<file path="src/rtl/eq_out_stage.sv">
// eq_out_stage: output stage of the equalizer.
// The FIR output is decimated by DECIM, scaled by an arithmetic left shift of
// 0..3, reduced back to DATA_W bits and queued in a DEPTH-entry FIFO that the
// consumer drains with a valid/ready handshake.
//
// Optional feature macro: EQ_OUT_SAT_EN
//   defined   -> the scaled result saturates to the DATA_W signed range
//   undefined -> the scaled result wraps (keeps its low DATA_W bits)
//
// Ports
//   clk        single clock, rising edge
//   rst        synchronous active-high reset
//   yn         signed filter sample
//   in_valid   yn is a new sample this cycle
//   gain_sh    left-shift gain, sampled with the sample it scales
//   out_data   FIFO head (0 while the FIFO is empty)
//   out_valid  FIFO non-empty
//   out_ready  consumer accepts out_data
//   fill       FIFO occupancy, 0..DEPTH
//   ovf        sticky: a kept sample was dropped because the FIFO was full
//   ovf_clr    clears ovf (a simultaneous new overflow wins)
module eq_out_stage #(
    parameter int DATA_W = 16,
    parameter int DECIM  = 2,
    parameter int DEPTH  = 4
) (
    input  logic                       clk,
    input  logic                       rst,
    input  logic signed [DATA_W-1:0]   yn,
    input  logic                       in_valid,
    input  logic [1:0]                 gain_sh,
    output logic signed [DATA_W-1:0]   out_data,
    output logic                       out_valid,
    input  logic                       out_ready,
    output logic [$clog2(DEPTH):0]     fill,
    output logic                       ovf,
    input  logic                       ovf_clr
);

    localparam int AW = $clog2(DEPTH);
    localparam int FW = AW + 1;
    localparam int PW = (DECIM > 1) ? $clog2(DECIM) : 1;
    localparam int EW = DATA_W + 3;

    logic [PW-1:0]     phase_q, phase_d;
    logic [DATA_W-1:0] scl_data_q, scl_data_d;
    logic              scl_valid_q, scl_valid_d;
    logic [AW-1:0]     rd_ptr_q, rd_ptr_d;
    logic [AW-1:0]     wr_ptr_q, wr_ptr_d;
    logic [FW-1:0]     fill_q, fill_d;
    logic              ovf_q, ovf_d;
    logic [DATA_W-1:0] mem_q [DEPTH];

    logic              keep;
    logic [EW-1:0]     ext;
    logic [EW-1:0]     shifted;
    logic [DATA_W-1:0] reduced;
    logic              pop;
    logic              full;
    logic              wr_en;
    logic              drop;

    // Decimation and scaling
    always_comb begin
        keep    = in_valid && (phase_q == '0);
        phase_d = phase_q;
        if (in_valid) begin
            phase_d = (phase_q == PW'(DECIM - 1)) ? '0 : phase_q + PW'(1);
        end

        ext     = {{3{yn[DATA_W-1]}}, yn};
        shifted = ext << gain_sh;
`ifdef EQ_OUT_SAT_EN
        // In range only if the 4 bits from the new sign bit upward all agree.
        if ((&shifted[EW-1:DATA_W-1]) || !(|shifted[EW-1:DATA_W-1])) begin
            reduced = shifted[DATA_W-1:0];
        end else if (shifted[EW-1]) begin
            reduced = {1'b1, {(DATA_W-1){1'b0}}};
        end else begin
            reduced = {1'b0, {(DATA_W-1){1'b1}}};
        end
`else
        reduced = shifted[DATA_W-1:0];
`endif

        scl_valid_d = keep;
        scl_data_d  = keep ? reduced : scl_data_q;
    end

    // FIFO control: a pop in the same cycle frees the slot for a write into a full FIFO.
    always_comb begin
        pop   = (fill_q != '0) && out_ready;
        full  = (fill_q == FW'(DEPTH));
        wr_en = scl_valid_q && (!full || pop);
        drop  = scl_valid_q && full && !pop;

        rd_ptr_d = rd_ptr_q + AW'(pop);
        wr_ptr_d = wr_ptr_q + AW'(wr_en);

        fill_d = fill_q;
        case ({wr_en, pop})
            2'b10:   fill_d = fill_q + FW'(1);
            2'b01:   fill_d = fill_q - FW'(1);
            default: fill_d = fill_q;
        endcase

        ovf_d = drop || (ovf_q && !ovf_clr);
    end

    always_ff @(posedge clk) begin
        if (rst) begin
            phase_q     <= '0;
            scl_data_q  <= '0;
            scl_valid_q <= 1'b0;
            rd_ptr_q    <= '0;
            wr_ptr_q    <= '0;
            fill_q      <= '0;
            ovf_q       <= 1'b0;
        end else begin
            phase_q     <= phase_d;
            scl_data_q  <= scl_data_d;
            scl_valid_q <= scl_valid_d;
            rd_ptr_q    <= rd_ptr_d;
            wr_ptr_q    <= wr_ptr_d;
            fill_q      <= fill_d;
            ovf_q       <= ovf_d;
        end
    end

    // Storage is not reset; out_data is forced to 0 while empty instead.
    always_ff @(posedge clk) begin
        if (!rst && wr_en) begin
            mem_q[wr_ptr_q] <= scl_data_q;
        end
    end

    assign out_valid = (fill_q != '0);
    assign out_data  = out_valid ? mem_q[rd_ptr_q] : '0;
    assign fill      = fill_q;
    assign ovf       = ovf_q;

endmodule

</file>
<file path="config.mk">
export PLATFORM = sky130hd
export DESIGN_NAME = eq_out_stage
export DESIGN_NICKNAME = d
export VERILOG_FILES = /design/src/rtl/eq_out_stage.sv
export SDC_FILE = /design/constraint.sdc
export NUM_CORES = 1
export LEC_CHECK = 0
export CAP_MARGIN = 40
export CORE_MARGIN = 5
export CORE_UTILIZATION = 59
export DETAILED_ROUTE_END_ITERATION = 10
export PLACE_DENSITY = 0.8
export SYNTH_ARGS = -nofsm -noshare
export SYNTH_HDL_FRONTEND = slang
export SYNTH_SLANG_ARGS = --single-unit
</file>
<file path="constraint.sdc">
create_clock -name clk -period 5 [get_ports clk]
set_input_delay 0.75 -clock clk [delete_from_list [all_inputs] [get_ports clk]]
set_output_delay 0.75 -clock clk [all_outputs]
set_load 0.1 [all_outputs]
</file>
==> results of run 1 <==
state kept, by name (all words and copies together), names as in the netlist:
register / cells
rd_ptr_q: 2
fill: 3
scl_valid_q: 1
ovf: 1
mem_q: 64
wr_ptr_q: 2
phase_q: 1
scl_data_q: 16
per-stage QoR:
stage                     worst slack, ns  utilization  area, sq um  hold slack [ns]  instances
after detailed placement            1.732       0.7294         4552           0.4754        366
final                               1.538       0.7644         4771           0.4879        382
after CTS                           1.461       0.7644         4771           0.4897        382
after global placement              1.574       0.6788         4237           0.4686        345
after floorplan                     1.362            -         3719           0.4560        232
after global routing                1.325       0.7644         4771           0.5378        382
worst max-delay path: stages (launching register included):
cell,delay (ns)
dfxtp_1,0.69
buf_4,0.32
mux4_2,0.53
nor2b_1,0.15
clkdlybuf4s50_1,0.48
buf_8,0.20
layout by cell type (no fill, tap or decap), types with 2 or more instances in the layout:
cell type,Yosys,routed
xnor2_1,2,2
ha_1,3,3
buf_4,1,7
nor2_1,8,8
inv_1,5,5
xor2_1,2,2
clkinv_2,0,2
dfxtp_1,26,26
mux4_2,17,17
clkbuf_8,0,10
o221ai_1,12,12
nor2b_1,20,20
bufinv_16,0,2
nand2b_1,2,2
nor3_2,1,2
clkdlybuf4s50_1,0,43
edfxtp_1,64,64
nand2_1,6,6
nor4b_2,0,2
buf_8,0,21
mux2i_1,15,15
a21oi_1,7,7
nand3b_1,13,13
or3_1,3,3
power by group:
| group | total [W] | leakage (nW) | switching [W] | internal [W] |
|---|---|---|---|---|
| sequential | 0.000885 | 0.811 | 0.0000523 | 0.000833 |
| clock | 0.000530 | 0.109 | 0.000237 | 0.000294 |
| combinational | 0.00130 | 0.731 | 0.000800 | 0.000497 |
| total | 0.00271 | 1.65 | 0.00109 | 0.00162 |
worst max-delay path by stage:
stage,from,endpoint,slack (ns),cells past startpoint
2_1_floorplan,fill[0]$_SDFFE_PP0P_,mem_q[1][0]$_DFFE_PP_,1.36,3
3_3_place_gp,rd_ptr_q[0]$_SDFF_PP0_,out_data[15],1.57,4
3_5_place_dp,out_ready,fill[2]$_SDFFE_PP0P_,1.73,9
4_1_cts,rd_ptr_q[0]$_SDFF_PP0_,out_data[12],1.46,5
5_1_grt,rd_ptr_q[0]$_SDFF_PP0_,out_data[12],1.32,5
6_report,rd_ptr_q[0]$_SDFF_PP0_,out_data[12],1.54,5
area by class of cell:
cell class,count,area share
Clock buffer,11,0.02964
Clock inverter,5,0.01626
Inverter,5,0.003934
Multi-Input combinational cell,123,0.2507
Sequential cell,90,0.5119
Tap cell,77,0.02019
Timing Repair Buffer,71,0.1673
routing by layer:
| metal | vias up | share of wire | track usage |
|---|---|---|---|
| met5 | - | 0 | 0 |
| met4 | 0 | 0.014 | 0.07037 |
| met3 | 8 | 0.054 | 0.04700 |
| met2 | 66 | 0.49 | 0.3108 |
| met1 | 1088 | 0.44 | 0.2586 |
| li1 | 1036 | - | - |
cells by family after synthesis:
kind of cell	Yosys count	synth area share
xor+xnor	4	0.009423
flops	90	0.6568
fa+ha+maj	4	0.01548
buf+inv	19	0.02793
mux	32	0.1433
simple gates	61	0.1036
compound gates	22	0.04340
==> results.cfg, run 1 <==
[logic_synthesis]
yosys-top-cells-area = edfxtp_1, dfxtp_1, mux4_2, mux2i_1, nor2b_1
syn-cell-area_sq_um = 3719
synth_top_area_frac = 0.5168
yosysTopAreaCell = edfxtp_1
synth.distinct_cells = 31
ys.warnings.count = 0
synth_commonest_cells = edfxtp_1, dfxtp_1, nor2b_1
synth_nets = 259
syn_area_per_cell_sq_um = 16.03
yosysMostFrequentCell = edfxtp_1
syn-instance-count = 232
synth-edff-count = 64
seq_area_frac_synth = 0.6568
synth_ff_type = edfxtp_1
ys_seq_elements = 90
async_flop_share = 0

[critical_path]
path_class = reg2out
reg2regPathDepth = 8
start_kind = register
critPathRequiredTime_ns = 4.25
crit_fanout = 9
cp-end-kind = primary output
reg2reg_from = fill[0]$_SDFFE_PP0P_
arrival_ns = 2.71
r2r_slack_ns = 2.49
r2r_end = fill[2]$_SDFFE_PP0P_

[floorplanning]
die_w_um = 89.39
die_h_um = 89.39
fp.dieArea_sq_um = 7991
rows = 29
initial_utilization = 0.5958
pin_count = 44
core_area_sq_um = 6241

[layout]
seq_area_sq_um = 2442
n_fill_cell = 382
syn_to_final_growth_pct = 28.30
drive_gt1_frac = 0.2164
antenna_cells = 0
multi_input_area_sq_um = 1196
nNetsFinal = 327

[clock_tree]
cts_hold_buf = 0
clock-sinks = 90
insertion_delay_ns = 0.35
cts_inserted_buffers = 9
post_cts_buffers = 0
postCtsResizedCells = 0
clock_path_buffers = 2
tritoncts = built
ctsHtreeMaxLevel = 3
clk_pin_slew_worst_paths_ns = 0.09
cts_root_buffer = clkbuf_8

[placed_design]
portBuffers = 43
place_congestion = 0.7722
place_hpwl_mm = 4.621

[global_route]
grt_pass1_wl_mm = 11.21
grt_max_degree = 33
antenna_found_initial = 0
grt-ovfl-total = 0
grt_usage = 0.1934
grt_pass1_vias = 2290

[timing]
relSlewSlack = 0.4115
final.min_clock_period_ns = 3.462
finalMaxSlewViolations = 0
fin_skew_ns = 0.01133
finalCritPeriodShare = 0.6925
hold_viol_final = 0
fin_setup_tns_ns = 0
setup_viol = 0
timing.fmax_ghz = 0.2888
rsz0062_at_grt = false
worstMarginPinSlew_ns = 0.8800

[status]
outcome = completed

[route]
drtPass1Iterations = 4
drc_errors = 0
viasPerCell = 5.754
vias = 2198
first_iter_violations = 174
ant_nets = 0
wl_per_cell_um = 17.87
routed_wl_mm = 6.828

[hold_path]
whs_endpoint = phase_q$_SDFFE_PP0P_
hp-class = reg2reg
worstHoldPathCells = 2
hp-start = phase_q$_SDFFE_PP0P_

[power_and_ir_drop]
ir_drop_mv = 0.5901
leakage_nw = 1.651
total_power_w = 0.002712
p_per_area_nw_per_um2 = 568.4

[job]
max-cap-violations = 0
No activity file was read; power rests on OpenSTA's default activity.
==> run 2: changes to the inputs <==
--- a/config.mk
+++ b/config.mk
@@ -7,9 +7,9 @@
 export LEC_CHECK = 0
 export CAP_MARGIN = 40
 export CORE_MARGIN = 5
-export CORE_UTILIZATION = 59
+export CORE_UTILIZATION = 50
 export DETAILED_ROUTE_END_ITERATION = 10
-export PLACE_DENSITY = 0.8
+export PLACE_DENSITY = 0.71
 export SYNTH_ARGS = -nofsm -noshare
 export SYNTH_HDL_FRONTEND = slang
 export SYNTH_SLANG_ARGS = --single-unit
==> constraint.sdc (replaced) <==
create_clock -name clk -period 2.9 [get_ports clk]
set_input_delay 0.435 -clock clk [delete_from_list [all_inputs] [get_ports clk]]
set_output_delay 0.435 -clock clk [all_outputs]
set_load 0.1 [all_outputs]
==> run 2 against run 1 <==
  * Via count is 4.1% lower
  * Combinational power up 68%
  * First-iteration DRC count fell by 52%
  * Hold slack improved by 0.0045 ns
  * Register-to-register slack got worse by 1.8 ns
  * Wire length shrank 7.7%
  * Die area grew 16%
  * Final cell count grew 1.8%
  * Core utilization is 11 points lower
  * Sequential cell count did not move
  * Critical path depth is 1 lower
  * Critical endpoint is now out_data[15]
==> results.cfg, run 2 (same netlist as run 1, synthesis figures left out) <==
[critical_path]
cpPeakStageDelay_ns = 0.57
crit_buf_inv = 2
start_kind = register
arrival_ns = 1.93
crit_fanout = 16
r2r_slack_ns = 0.70
slowest_stage = mux4_2
cp-end-kind = primary output
cp_top_family = multiplexers
critPathRequiredTime_ns = 2.47
worstPathCellList = buf_4 -> mux4_2 -> nor2b_2 -> buf_12
path_class = reg2out

[placed_design]
place_hpwl_mm = 4.473
preCtsSetupSlack_ns = 0.2801
place_congestion = 0.7342
placement.cell_area_sq_um = 4503
dp.cells = 373
portBuffers = 43

[route]
drc_errors = 0
viasPerCell = 5.416
ant_nets = 0
drtPass1Iterations = 4
wl_per_cell_um = 16.21
vias = 2107
first_iter_violations = 83
routed_wl_mm = 6.305

[floorplanning]
pin_count = 44
core_area_sq_um = 7253
rows = 31
initial_utilization = 0.5127
die_h_um = 96.24
die_w_um = 96.24
fp.dieArea_sq_um = 9262

[job]
max-cap-violations = 0

[clock_tree]
clock-sinks = 90
cts_hold_buf = 0
tritoncts = built
ctsHtreeMaxLevel = 3
clock_path_buffers = 2
clk_pin_slew_worst_paths_ns = 0.08
cts_inserted_buffers = 9
post_cts_buffers = 0
insertion_delay_ns = 0.34
postCtsResizedCells = 0
cts_root_buffer = clkbuf_8

[layout]
syn_to_final_growth_pct = 26.95
fin_util = 0.6509
drive_gt1_frac = 0.3069
largest-register = mem_q
final_common_cell = edfxtp_1
nNetsFinal = 312
final_cells = 389
largest_reg_flops = 64
antenna_cells = 0
fin_area_sq_um = 4721
final_cell_mix = edfxtp_1, dfxtp_1, clkdlybuf4s50_1, buf_4, mux4_2

[timing]
worstMarginPinSlew_ns = 0.5374
hold_slack_ns = 0.4924
setup_viol = 0
relSlewSlack = 0.6406
final.min_clock_period_ns = 2.366
hold_viol_final = 0
fin_skew_ns = 0.006831
timing.fmax_ghz = 0.4227
rsz0062_at_grt = false
finalMaxSlewViolations = 0
finalCritPeriodShare = 0.8158
fin_ws_ns = 0.5341

[power_and_ir_drop]
p_per_area_nw_per_um2 = 966.1
ir_drop_mv = 0.5235
leakage_nw = 1.630

[global_route]
grt_usage = 0.1498
grt_pass1_wl_mm = 10.20
antenna_found_initial = 0
grt_max_degree = 21
grt_pass1_vias = 2075
grt-ovfl-total = 0

[hold_path]
hp-class = reg2reg

[status]
outcome = completed
-- run 2: cell types whose count changed in the layout (fill, tap and decap cells not counted), sizes merged --
cell / before / now
clkinvlp: 1 / 2
clkbuf: 11 / 9
clkdlybuf4s50: 43 / 22
buf: 28 / 34
clkinv: 2 / 3
-- run 2: path summary, 6_finish.rpt --
path	start	end	cells past startpoint
worst max-delay path	rd_ptr_q[0]$_SDFF_PP0_	out_data[15]	4
worst min-delay path	phase_q$_SDFFE_PP0P_	phase_q$_SDFFE_PP0P_	2
worst max register to register	fill[0]$_SDFFE_PP0P_	fill[2]$_SDFFE_PP0P_	8
worst min register to register	phase_q$_SDFFE_PP0P_	phase_q$_SDFFE_PP0P_	2
-- run 2: worst min-delay path, stage by stage (launching register included) --
cell and delay [ns]:
dfxtp_1 0.33, nand2b_1 0.07, a21oi_1 0.06
-- run 2: layout make-up --
| cell class | instances | area, sq um |
|---|---|---|
| clock buffer | 9 | 123.9 |
| clock inverter | 7 | 93.84 |
| fill | 532 | 2532 |
| inverter | 5 | 18.77 |
| multi-input combinational | 123 | 1242 |
| sequential | 90 | 2442 |
| tap | 99 | 123.9 |
| timing repair buffer | 56 | 675.6 |
-- run 2: routing by layer --
metal	part of all wire	wire (um)	GRT usage
met5	0	0	0
met4	0.021	132	0.07464
met3	0.035	221	0.02893
met2	0.48	3057	0.2409
met1	0.46	2893	0.1942
-- run 2: metrics by stage --
| step | TNS, ns | total power (W) |
|---|---|---|
| 6_report | 0 | 0.004561 |
| 3_3_place_gp | 0 | 0.003711 |
| 3_5_place_dp | 0 | 0.003727 |
| 5_1_grt | 0 | 0.004748 |
| 2_1_floorplan | -34.39 | 0.003030 |
| 4_1_cts | 0 | 0.004610 |
-- run 2: where the power goes --
part | internal (W) | switching (W)
registers | 0.00144 | 0.0000620
clock network | 0.000483 | 0.000405
logic | 0.000765 | 0.00141
==> run 3: changes to the inputs <==
--- a/config.mk
+++ b/config.mk
@@ -7,9 +7,9 @@
 export LEC_CHECK = 0
 export CAP_MARGIN = 40
 export CORE_MARGIN = 5
-export CORE_UTILIZATION = 50
+export CORE_UTILIZATION = 55
 export DETAILED_ROUTE_END_ITERATION = 10
-export PLACE_DENSITY = 0.71
+export PLACE_DENSITY = 0.75
 export SYNTH_ARGS = -nofsm -noshare
 export SYNTH_HDL_FRONTEND = slang
 export SYNTH_SLANG_ARGS = --single-unit
==> constraint.sdc (replaced) <==
create_clock -name clk -period 2.35 [get_ports clk]
set_input_delay 0.3525 -clock clk [delete_from_list [all_inputs] [get_ports clk]]
set_output_delay 0.3525 -clock clk [all_outputs]
set_load 0.1 [all_outputs]
==> run 3 against run 2 <==
  * Clock power up 26%
  * Die area down 8.2%
  * Setup slack worse by 0.37 ns
  * Sequential share of layout area down 1.3 points
  * Core utilization up 7.7 points
  * Critical path type unchanged
  * Largest power group unchanged
  * Highest routed layer unchanged
==> results.cfg, run 3 (same netlist as run 1, synthesis figures left out) <==
[status]
outcome = completed

[critical_path]
critPathRequiredTime_ns = 2.00
critPathMostFrequentCell = buf_12
path_class = reg2out
crit_buf_inv = 2
cpPeakStageDelay_ns = 0.53
cp-end-kind = primary output
slowest_stage = mux4_2
crit_fanout = 16
worstPathCellList = buf_12 -> mux4_2 -> nor2b_2 -> buf_12
arrival_ns = 1.84
start_kind = register
cp_top_family = multiplexers

[timing]
hold_viol_final = 0
fin_skew_ns = 0.01135
rsz0062_at_grt = false
worstMarginPinSlew_ns = 0.5568
finalMaxSlewViolations = 0
finalCritPeriodShare = 0.9317
hold_slack_ns = 0.4918
fin_ws_ns = 0.1605
relSlewSlack = 0.6276
final.min_clock_period_ns = 2.190
setup_viol = 0
timing.fmax_ghz = 0.4567

[global_route]
grt_pass1_vias = 2192
grt-ovfl-total = 0
grtUsageMet2 = 0.2895
antenna_found_initial = 0
grt_pass1_wl_mm = 11.09
gr-usage-met3 = 0.04676
top_usage_layer = met2
use_met1 = 0.2212
grt_usage = 0.1735
grt_max_degree = 21

[clock_tree]
post_cts_buffers = 0
tritoncts = built
ctsHtreeMaxLevel = 3
clk_pin_slew_worst_paths_ns = 0.08
cts_inserted_buffers = 9
cts_root_buffer = clkbuf_8
insertion_delay_ns = 0.35
clock-sinks = 90
clock_path_buffers = 2

[power_and_ir_drop]
p_per_area_nw_per_um2 = 1213
leakage_nw = 1.696
total_power_w = 0.005896
ir_drop_mv = 1.156

[placed_design]
place_hpwl_mm = 4.681
preCtsSetupSlack_ns = -0.2579
place_congestion = 0.7324
portBuffers = 43

[route]
drc_errors = 0
routed_wl_mm = 6.859
vias = 2148
wl_per_cell_um = 18.44
first_iter_violations = 165
drtPass1Iterations = 5
viasPerCell = 5.774
ant_nets = 0

[floorplanning]
pin_count = 44
die_w_um = 92.23
rows = 30
fp.dieArea_sq_um = 8505
die_h_um = 92.23
initial_utilization = 0.5566
core_area_sq_um = 6681

[layout]
largest_reg_flops = 64
final_common_cell = edfxtp_1
drive_gt1_frac = 0.3288
syn_to_final_growth_pct = 30.75
largest-register = mem_q
nNetsFinal = 314
antenna_cells = 0
final_cell_mix = edfxtp_1, dfxtp_1, clkdlybuf4s50_1, buf_12

[job]
max-cap-violations = 0

[hold_path]
hp-class = reg2reg
-- run 3: report_power, final --
group	switching (W)	leakage (nW)	internal, W
combinational	0.00183	0.774	0.00108
sequential	0.0000934	0.813	0.00178
clock	0.000523	0.110	0.000594
total	0.00244	1.70	0.00345
-- run 3: through the flow --
| stage | cells | utilization | TNS, ns | cell area, sq um |
|---|---|---|---|---|
| after floorplan | 232 | - | 0 | 3890 |
| after global placement | 356 | 0.6929 | -0.07131 | 4629 |
| after detailed placement | 356 | 0.6929 | -0.2579 | 4629 |
| after CTS | 372 | 0.7260 | 0 | 4851 |
| after global routing | 372 | 0.7277 | 0 | 4862 |
| final | 372 | 0.7277 | 0 | 4862 |
-- run 3: layer usage --
metal,wire length (um),part of all wire
met2,3388,0.49
met5,0,0
met3,375,0.055
met1,3004,0.44
met4,90,0.013
-- run 3: worst min-delay path, stage by stage (launching register included) --
cell,delay [ns]
dfxtp_1,0.32
nand2b_1,0.06
a21oi_1,0.06
-- run 3: area by class of cell --
| cell class | count | area [sq um] |
|---|---|---|
| multi-input combinational | 123 | 1336 |
| sequential | 90 | 2451 |
| timing repair buffer | 58 | 730.7 |
| tap | 80 | 100.1 |
| clock buffer | 12 | 166.4 |
| clock inverter | 4 | 55.05 |
| inverter | 5 | 22.52 |
| fill | 446 | 1819 |
-- run 3: worst paths after layout --
kind / start / end / slack, ns / cells past startpoint
worst max register to register: fill[1]$_SDFFE_PP0P_ / fill[2]$_SDFFE_PP0P_ / 0.19 / 8
worst min register to register: phase_q$_SDFFE_PP0P_ / phase_q$_SDFFE_PP0P_ / 0.49 / 2
worst max-delay path: rd_ptr_q[0]$_SDFF_PP0_ / out_data[15] / 0.16 / 4
worst min-delay path: phase_q$_SDFFE_PP0P_ / phase_q$_SDFFE_PP0P_ / 0.49 / 2
-- run 3: repair_timing --
action,CTS,global route
resized for setup,0,2
hold buffers,0,0
setup endpoints to repair,0,1
